## src/rtl/umi_tx_arb.sv

```systemverilog
`timescale 1ns/1ps
// -----------------------------------------------------------------------------
// umi_tx_arb
// Merges NPORTS UMI transmit sources into one UMI transmit stream.
// A round-robin pointer picks the first valid source at or after the pointer.
// The merged packet is held in a one-entry output register, so a packet that
// is accepted on one clock edge appears on the output after that edge.
// When a packet is accepted, the pointer moves to the slot after the winner.
//
// Ports
//   clk            clock; all state changes on its rising edge
//   rst            synchronous active-high reset
//   in_packet      source packets, source i occupies [i*PW +: PW]
//   in_valid       per-source valid
//   in_ready       per-source ready; only the granted source can see a 1
//   umi_packet_tx  merged packet toward the UMI TX sink
//   umi_valid_tx   merged valid
//   umi_ready_tx   sink ready
//   pkt_count      running count of accepted packets; wraps at 2^32
// -----------------------------------------------------------------------------
module umi_tx_arb #(
    parameter int NPORTS = 4,
    parameter int PW     = 256
) (
    input  logic                 clk,
    input  logic                 rst,
    input  logic [NPORTS*PW-1:0] in_packet,
    input  logic [NPORTS-1:0]    in_valid,
    output logic [NPORTS-1:0]    in_ready,
    output logic [PW-1:0]        umi_packet_tx,
    output logic                 umi_valid_tx,
    input  logic                 umi_ready_tx,
    output logic [31:0]          pkt_count
);

    localparam int              PTRW     = $clog2(NPORTS);
    // One extra bit holds ptr+k (at most 2*NPORTS-2) before it is folded back.
    localparam logic [PTRW:0]   NPORTS_W = (PTRW+1)'(NPORTS);
    localparam logic [PTRW-1:0] LAST_IDX = PTRW'(NPORTS - 1);

    logic [PTRW-1:0] ptr_q;
    logic [PTRW-1:0] ptr_d;
    logic [PW-1:0]   pkt_q;
    logic [PW-1:0]   pkt_d;
    logic            valid_q;
    logic            valid_d;
    logic [31:0]     cnt_q;
    logic [31:0]     cnt_d;

    logic            out_free_s;
    logic            gnt_found_s;
    logic [PTRW-1:0] gnt_idx_s;
    logic [PTRW:0]   sum_s;
    logic [PTRW:0]   cand_s;
    logic            xfer_s;

    // Rotating first-valid search that starts at the round-robin pointer
    always_comb begin
        gnt_found_s = 1'b0;
        gnt_idx_s   = '0;
        sum_s       = '0;
        cand_s      = '0;
        for (int k = 0; k < NPORTS; k++) begin
            sum_s       = {1'b0, ptr_q} + (PTRW+1)'(k);
            cand_s      = (sum_s >= NPORTS_W) ? (sum_s - NPORTS_W) : sum_s;
            // The first hit in search order wins; later hits cannot override it.
            gnt_idx_s   = (!gnt_found_s && in_valid[cand_s[PTRW-1:0]]) ? cand_s[PTRW-1:0] : gnt_idx_s;
            gnt_found_s = gnt_found_s | in_valid[cand_s[PTRW-1:0]];
        end
    end

    // The output slot can take a packet when it is empty or is being drained now.
    // Keeping rst in xfer_s forces every ready low during the reset cycle.
    assign out_free_s = ~valid_q | umi_ready_tx;
    assign xfer_s     = gnt_found_s & out_free_s & ~rst;

    // Ready goes to the granted source only; it never depends on packet contents
    always_comb begin
        in_ready = '0;
        if (xfer_s) begin
            in_ready[gnt_idx_s] = 1'b1;
        end else begin
            in_ready = '0;
        end
    end

    // Next state for the output slot, the pointer and the packet counter
    always_comb begin
        ptr_d   = ptr_q;
        pkt_d   = pkt_q;
        valid_d = valid_q;
        cnt_d   = cnt_q;
        if (xfer_s) begin
            pkt_d   = in_packet[int'(gnt_idx_s)*PW +: PW];
            valid_d = 1'b1;
            ptr_d   = (gnt_idx_s == LAST_IDX) ? '0 : (gnt_idx_s + PTRW'(1));
            cnt_d   = cnt_q + 32'd1;
        end else if (umi_ready_tx) begin
            valid_d = 1'b0;
        end else begin
            // Stalled or idle: hold the packet, the valid flag and the pointer.
            valid_d = valid_q;
        end
    end

    // State registers; reset drops any held packet and restarts the pointer at 0
    always_ff @(posedge clk) begin
        if (rst) begin
            ptr_q   <= '0;
            pkt_q   <= '0;
            valid_q <= 1'b0;
            cnt_q   <= 32'd0;
        end else begin
            ptr_q   <= ptr_d;
            pkt_q   <= pkt_d;
            valid_q <= valid_d;
            cnt_q   <= cnt_d;
        end
    end

    assign umi_packet_tx = pkt_q;
    assign umi_valid_tx  = valid_q;
    assign pkt_count     = cnt_q;

endmodule

```

## config.mk

```make
export PLATFORM = sky130hd
export DESIGN_NAME = umi_tx_arb
export DESIGN_NICKNAME = d
export VERILOG_FILES = /design/src/rtl/umi_tx_arb.sv
export SDC_FILE = /design/constraint.sdc
export NUM_CORES = 1
export LEC_CHECK = 0
export ABC_AREA = 1
export BUFFER_PORTS_ARGS = -buffer_cell sky130_fd_sc_hd__buf_2
export CORE_AREA = 2 2 510 512
export DETAILED_ROUTE_END_ITERATION = 8
export DIE_AREA = 0 0 512 514
export SLEW_MARGIN = 10
export SYNTH_ARGS = -nofsm -noshare
export SYNTH_HDL_FRONTEND = slang
export SYNTH_SLANG_ARGS = --single-unit
export TNS_END_PERCENT = 1
```

## constraint.sdc

```tcl
create_clock -name clk -period 2.8 [get_ports clk]
set_input_delay 0.56 -clock clk [delete_from_list [all_inputs] [get_ports clk]]
set_output_delay 0.56 -clock clk [all_outputs]
set_load 0.05 [all_outputs]
```

Yosys cells after proc, flatten, opt, wreduce, memory -nomap -nowiden:

Index checks and enable logic that the tools add are counted.

* $add $sub $neg: 9
* $lt $le $gt $ge: 10
* equal/unequal tests: 1
* shift operators: 1
* mux-type cells: 22
* bitwise operators: 8
* reduce and logical (&&, ||, !) cells: 8

Operators with widths (number)
* variable part select 1024 x 11 -> 256 bit: 1
* adder 32 x 1 -> 32 bit, second input constant: 1
* two-way mux 2 bit: 9
* less-than comparator 2 x 3 -> 1 bit, second input constant: 5
* greater-or-equal comparator 3 bit, second input constant: 3
* binary-select mux 1 bit (select 2 bit): 4
* subtractor 2 x 1 -> 2 bit, second input constant: 4
* two-way mux 1 bit: 7
* adder 2 x 2 -> 3 bit, second input constant: 2
* logical AND 1 bit: 4
* two-way mux 4 bit: 1
* OR 1 bit: 4
* adder 2 x 1 -> 3 bit, second input constant: 1
* greater-or-equal comparator 2 x 3 -> 1 bit, second input constant: 1
* zero test 1 bit: 3
* adder 2 x 1 -> 2 bit, second input constant: 1
* AND 1 bit: 2
* demux 1 bit (select 2 bit): 1
* == test 2 bit, second input constant: 1
* greater-or-equal comparator 2 x 1 -> 1 bit, second input constant: 1
* inverter 1 bit: 2
* nonzero test 2 bit: 1

* register bits after elaboration: 291
* input port bits: 1031
* word-level logic and storage cells: 63

Longest topological paths before layout:

* depth after elaboration: 15
* mapped depth: 18

Least setup slack after synthesis:

OpenSTA, ideal clock, no wires.

* kind: input to output
* start point: input port in_valid[3]
* end point: output port in_ready[2]
* data arrival time: 2.660 ns
* required time: 2.240 ns
* path slack: -0.420 ns
* cell stages on the path: 11
* path buffers: 2
* cells stage by stage: inv_1 nand2_1 nand3_1 nand2_2 nor2_4 nand3_1 nand3_2 inv_2 buf_2 buf_2 nor3_1

* longest elaborated chain between the ends: 12
* elaborated cells between the ends (all ways): 29
* classes of those cells: order compare (2); mux (15); bitwise (5); reduce/logical (7)

RTL lines
* start, declared: line 28 `input logic [NPORTS-1:0] in_valid,`
* binary-select mux 1 bit (select 2 bit): line 67, 68
* two-way mux 1 bit (not written as such): line 67, 68
* zero test 1 bit or OR 1 bit (tied branches): line 67, 68
* logical AND 1 bit, or another cell as far along: line 67 `gnt_idx_s = (!gnt_found_s && in_valid[cand_s[PTRW-1:0]]) ? cand_s[PTRW-1:0] : gnt_idx_s;`
* two-way mux 2 bit, or another cell as far along: line 67
* two-way mux 2 bit or logical AND 1 bit (tied branches): line 67
* two-way mux 2 bit: line 67
* less-than comparator 2 x 3 -> 1 bit (not written as such) or greater-or-equal comparator 2 x 1 -> 1 bit (tied branches): line 81 `in_ready[gnt_idx_s] = 1'b1;`
* logical AND 1 bit (not written as such): line 81
* two-way mux 1 bit (not written as such): line 81
* demux 1 bit (select 2 bit): line 81
* two-way mux 4 bit (*): line 80 `if (xfer_s) begin`
* end, declared: line 29 `output logic [NPORTS-1:0] in_ready,`

Every way passes the cells marked *; elsewhere a longest branch is shown, timed or not. The select of a mux whose other input is x is not followed.

Worst setup path after layout:

* start point: register ptr_q[0]
* end point: output port in_ready[0]

* longest elaborated chain between the ends: 15
* elaborated cells between the ends (all ways): 44
* classes of those cells: add/sub (7); order compare (6); mux (19); bitwise (5); reduce/logical (7)

RTL lines
* start, declared: line 41 `logic [PTRW-1:0] ptr_q;`
* start signal, assigned: line 114 `ptr_q <= ptr_d;`
* adder 2 x 1 -> 3 bit: line 64 `sum_s = {1'b0, ptr_q} + (PTRW+1)'(k);`
* greater-or-equal comparator 3 bit or subtractor 2 x 1 -> 2 bit (tied branches): line 65 `cand_s = (sum_s >= NPORTS_W) ? (sum_s - NPORTS_W) : sum_s;`
* two-way mux 2 bit: line 65
* binary-select mux 1 bit (select 2 bit): line 67, 68
* two-way mux 1 bit (not written as such): line 67, 68
* OR 1 bit: line 68 `gnt_found_s = gnt_found_s | in_valid[cand_s[PTRW-1:0]];`
* zero test 1 bit or OR 1 bit (tied branches): line 67, 68
* logical AND 1 bit or zero test 1 bit (tied branches): line 67
* two-way mux 2 bit or logical AND 1 bit (tied branches): line 67
* two-way mux 2 bit: line 67
* less-than comparator 2 x 3 -> 1 bit (not written as such) or greater-or-equal comparator 2 x 1 -> 1 bit (tied branches): line 81
* logical AND 1 bit (not written as such): line 81
* two-way mux 1 bit (not written as such): line 81
* demux 1 bit (select 2 bit): line 81
* two-way mux 4 bit (*): line 80

Marks and branches as above.

==> metrics.yaml <==
run_status:
  status: "finished, violations left"
  violations: "negative setup slack"
detailed_routing:
  first_pass_iters: 7
  wl_um: 225000
  wl_met3_um: 26300
  num_vias: 34160
  drc_errors: 0
  met1_length_um: 92100
  wl_per_cell_um: 24.1
  dr.first_iter.drc_count: 2596
  route.met2.wl_um: 96000
  viasPerCell: 3.66
  ant_nets: 0
  highest_layer: "met5"
cells_and_area:
  layout_common_cells: "nand2_1 (1327), buf_2 (1319), nand3_1 (1283)"
  fin_cells: 9333
  layout_commonest_cell: "nand2_1"
  drive_above_1_share_pct: 29.8
  nets: 6876
  syn2layout_area_growth_pct: 62.8
  fillCellCount: 30461
critical_path:
  cp.arrival_ns: 2.39
  required_ns: 2.24
  cp-startpoint: "ptr_q[0]"
  critical_path_class: "flip-flop to output port"
  ff2ff_path_depth: 16
  endpoint: "in_ready[0]"
  r2r_start: "ptr_q[0]"
  worstPathMaxFanout: 5
  r2r_setup_slack_ns: 0.10
  start_kind: "flip-flop"
  r2r-end: "umi_packet_tx[134]"
  critPathCaptureType: "output port"
clocking:
  insertion_delay_ns: 0.66
  cts_buffers: 46
  cts_sinks: 291
  htreeDepth: 2
  cts_max_path_buffers: 3
  cts_tree: "done"
  clockRootBuffer: "clkbuf_16"
  clk_pin_slew_ns: 0.06
power_and_ir_drop:
  p_total_w: 0.0480
  p_per_area_nw_per_um2: 1240
  leakagePower_nw: 22.8
  vdd_drop_max_mv: 0.707
place:
  numPlacedInstances: 9181
  gp_congestion: 0.969
  dpl.hpwl_um: 197000
  numPortBuffers: 1323
global_route:
  grt-ovfl-total: 0
  first_global_vias: 31848
  gr-usage-all-layers_pct: 16.4
  grt_max_degree: 68
  antenna_found_initial: 191
  grt_pass1_wl_um: 291000
flow_run:
  drv_cap: 0
timing:
  rsz0062_at_grt: "yes"
  fin_crit_sh_pct: 105
  timing.final.hold_violations: 0
  max_slew_margin_pct: 60.4
  worstMarginPinSlew_ns: 0.594
  hold_ws_ns: 0.202
  max_freq_mhz: 339
  maxSlewViolCount: 0
  fin_ws_ns: -0.153
  period_minus_slack_ns: 2.95
  fin_tns_setup_ns: -0.577
  setup_viol: 4
  fin_skew_ns: 0.0383
floorplanning:
  core_area_um2: 258000
  start_util_pct: 9.26
  rows: 187
  top_level_ports: 1324
  fp.dieArea_um2: 263000
  die_y_um: 514
  die_width_um: 512
synth:
  yosysUniqueCellTypes: 31
  synth_area_um2: 23900
  syn_avg_cell_area_um2: 5.31
  yosysSeqAreaShare_pct: 24.4
  syn_nets: 5533
  yosys-top-cells-area: "nand3_1 (27%), dfxtp_1 (24%), nand2_1 (21%)"
  yosysWarnings: 0
  postSynthCellCount: 4500
  synth_top_cell_by_area: "nand3_1"
  ys_ff_latch: 291
  netlist.area_leader.share_pct: 27.3
worst_hold_path:
  hp-class: "input port to flip-flop"
-- cell type report --
cell class,count,area [um^2],area share [%]
Tap cell,3402,4260,10.9
Antenna cell,54,135,0.348
Clock inverter,25,360,0.927
Timing Repair Buffer,1610,10100,26.1
Inverter,1107,4200,10.8
Clock buffer,57,1270,3.27
Multi-Input combinational cell,2787,12700,32.6
Sequential cell,291,5830,15.0
-- cells in the mapped netlist (all sizes together) --
cell	count
nand2	1350
nor3	15
ha	2
nand3b	1
xor2	11
o31a	1
and3	3
nor3b	3
nor4	2
nand4	9
inv	1107
a21oi	26
a31oi	1
clkbuf	79
nand3	1304
a21boi	1
dfxtp	291
nor2	38
o21bai	2
xnor2	5
o21ai	13
buf	236
-- cells by family (layout without fill, tap and decap cells) --
| kind of cell | Yosys count | after routing | synth area share, % |
|---|---|---|---|
| and+or+nand+nor | 2725 | 2725 | 50.2 |
| buffers and inverters | 1422 | 2799 | 23.8 |
| DFF | 291 | 291 | 24.4 |
| AOI/OAI and AO/OA | 44 | 44 | 0.974 |
| xor gates and xnor gates | 16 | 16 | 0.587 |
| adders and majority gates | 2 | 2 | 0.105 |
| other | 0 | 54 | 0 |
-- per-layer routing --
layer / GRT usage [%] / vias to the layer above
li1: - / 16336
met1: 19.9 / 15529
met2: 25.1 / 1768
met3: 7.15 / 429
met4: 6.80 / 98
met5: 0 / -
-- worst min path at each step --
stage,from,endpoint,slack [ns],cells past startpoint
after floorplan,ptr_q[1],ptr_q[1],0.52,2
after global placement,umi_packet_tx[57],umi_packet_tx[57],0.46,2
after detailed placement,umi_packet_tx[157],umi_packet_tx[157],0.46,2
after CTS,in_packet[570],umi_packet_tx[58],0.12,5
after global routing,in_packet[314],umi_packet_tx[58],0.18,5
final,in_packet[314],umi_packet_tx[58],0.20,5
-- report_power, final --
part	switching [W]	internal [W]	total [W]
Sequential	0.00102	0.00584	0.00686
Combinational	0.0244	0.0101	0.0345
Clock	0.00274	0.00388	0.00662
Total	0.0282	0.0199	0.0480
-- state kept, by name (all words and copies together) (netlist names) --
| register | flops |
|---|---|
| pkt_count | 32 |
| umi_valid_tx | 1 |
| umi_packet_tx | 256 |
| ptr_q | 2 |
-- repair_timing --
action                     in CTS  in global routing
hold buffers                    0                  0
setup endpoints to repair       5                 14
pin swaps                      22                 19
cloned                          1                  0
buffers inserted               14                  3
gates resized for setup        59                 37
-- metrics by stage --
step,setup slack [ns],cell area (um^2),util (%)
3_3_place_gp,-0.291,36600,14.2
2_1_floorplan,-0.397,23900,-
4_1_cts,-0.240,38600,14.9
3_5_place_dp,-0.251,36600,14.2
5_1_grt,-0.280,38800,15.0
6_report,-0.153,38900,15.1
-- critical path, stage by stage, from the launching register on --
cell	delay, ns
dfxtp_4	0.40
buf_8	0.16
nand2_4	0.07
nand3_2	0.09
nand2_4	0.06
nand2_2	0.09
nand2_2	0.06
buf_4	0.13
nand2_2	0.06
nand2_4	0.08
buf_6	0.13
nor3_4	0.20
buf_6	0.18
No activity file was read; power rests on OpenSTA's default activity.
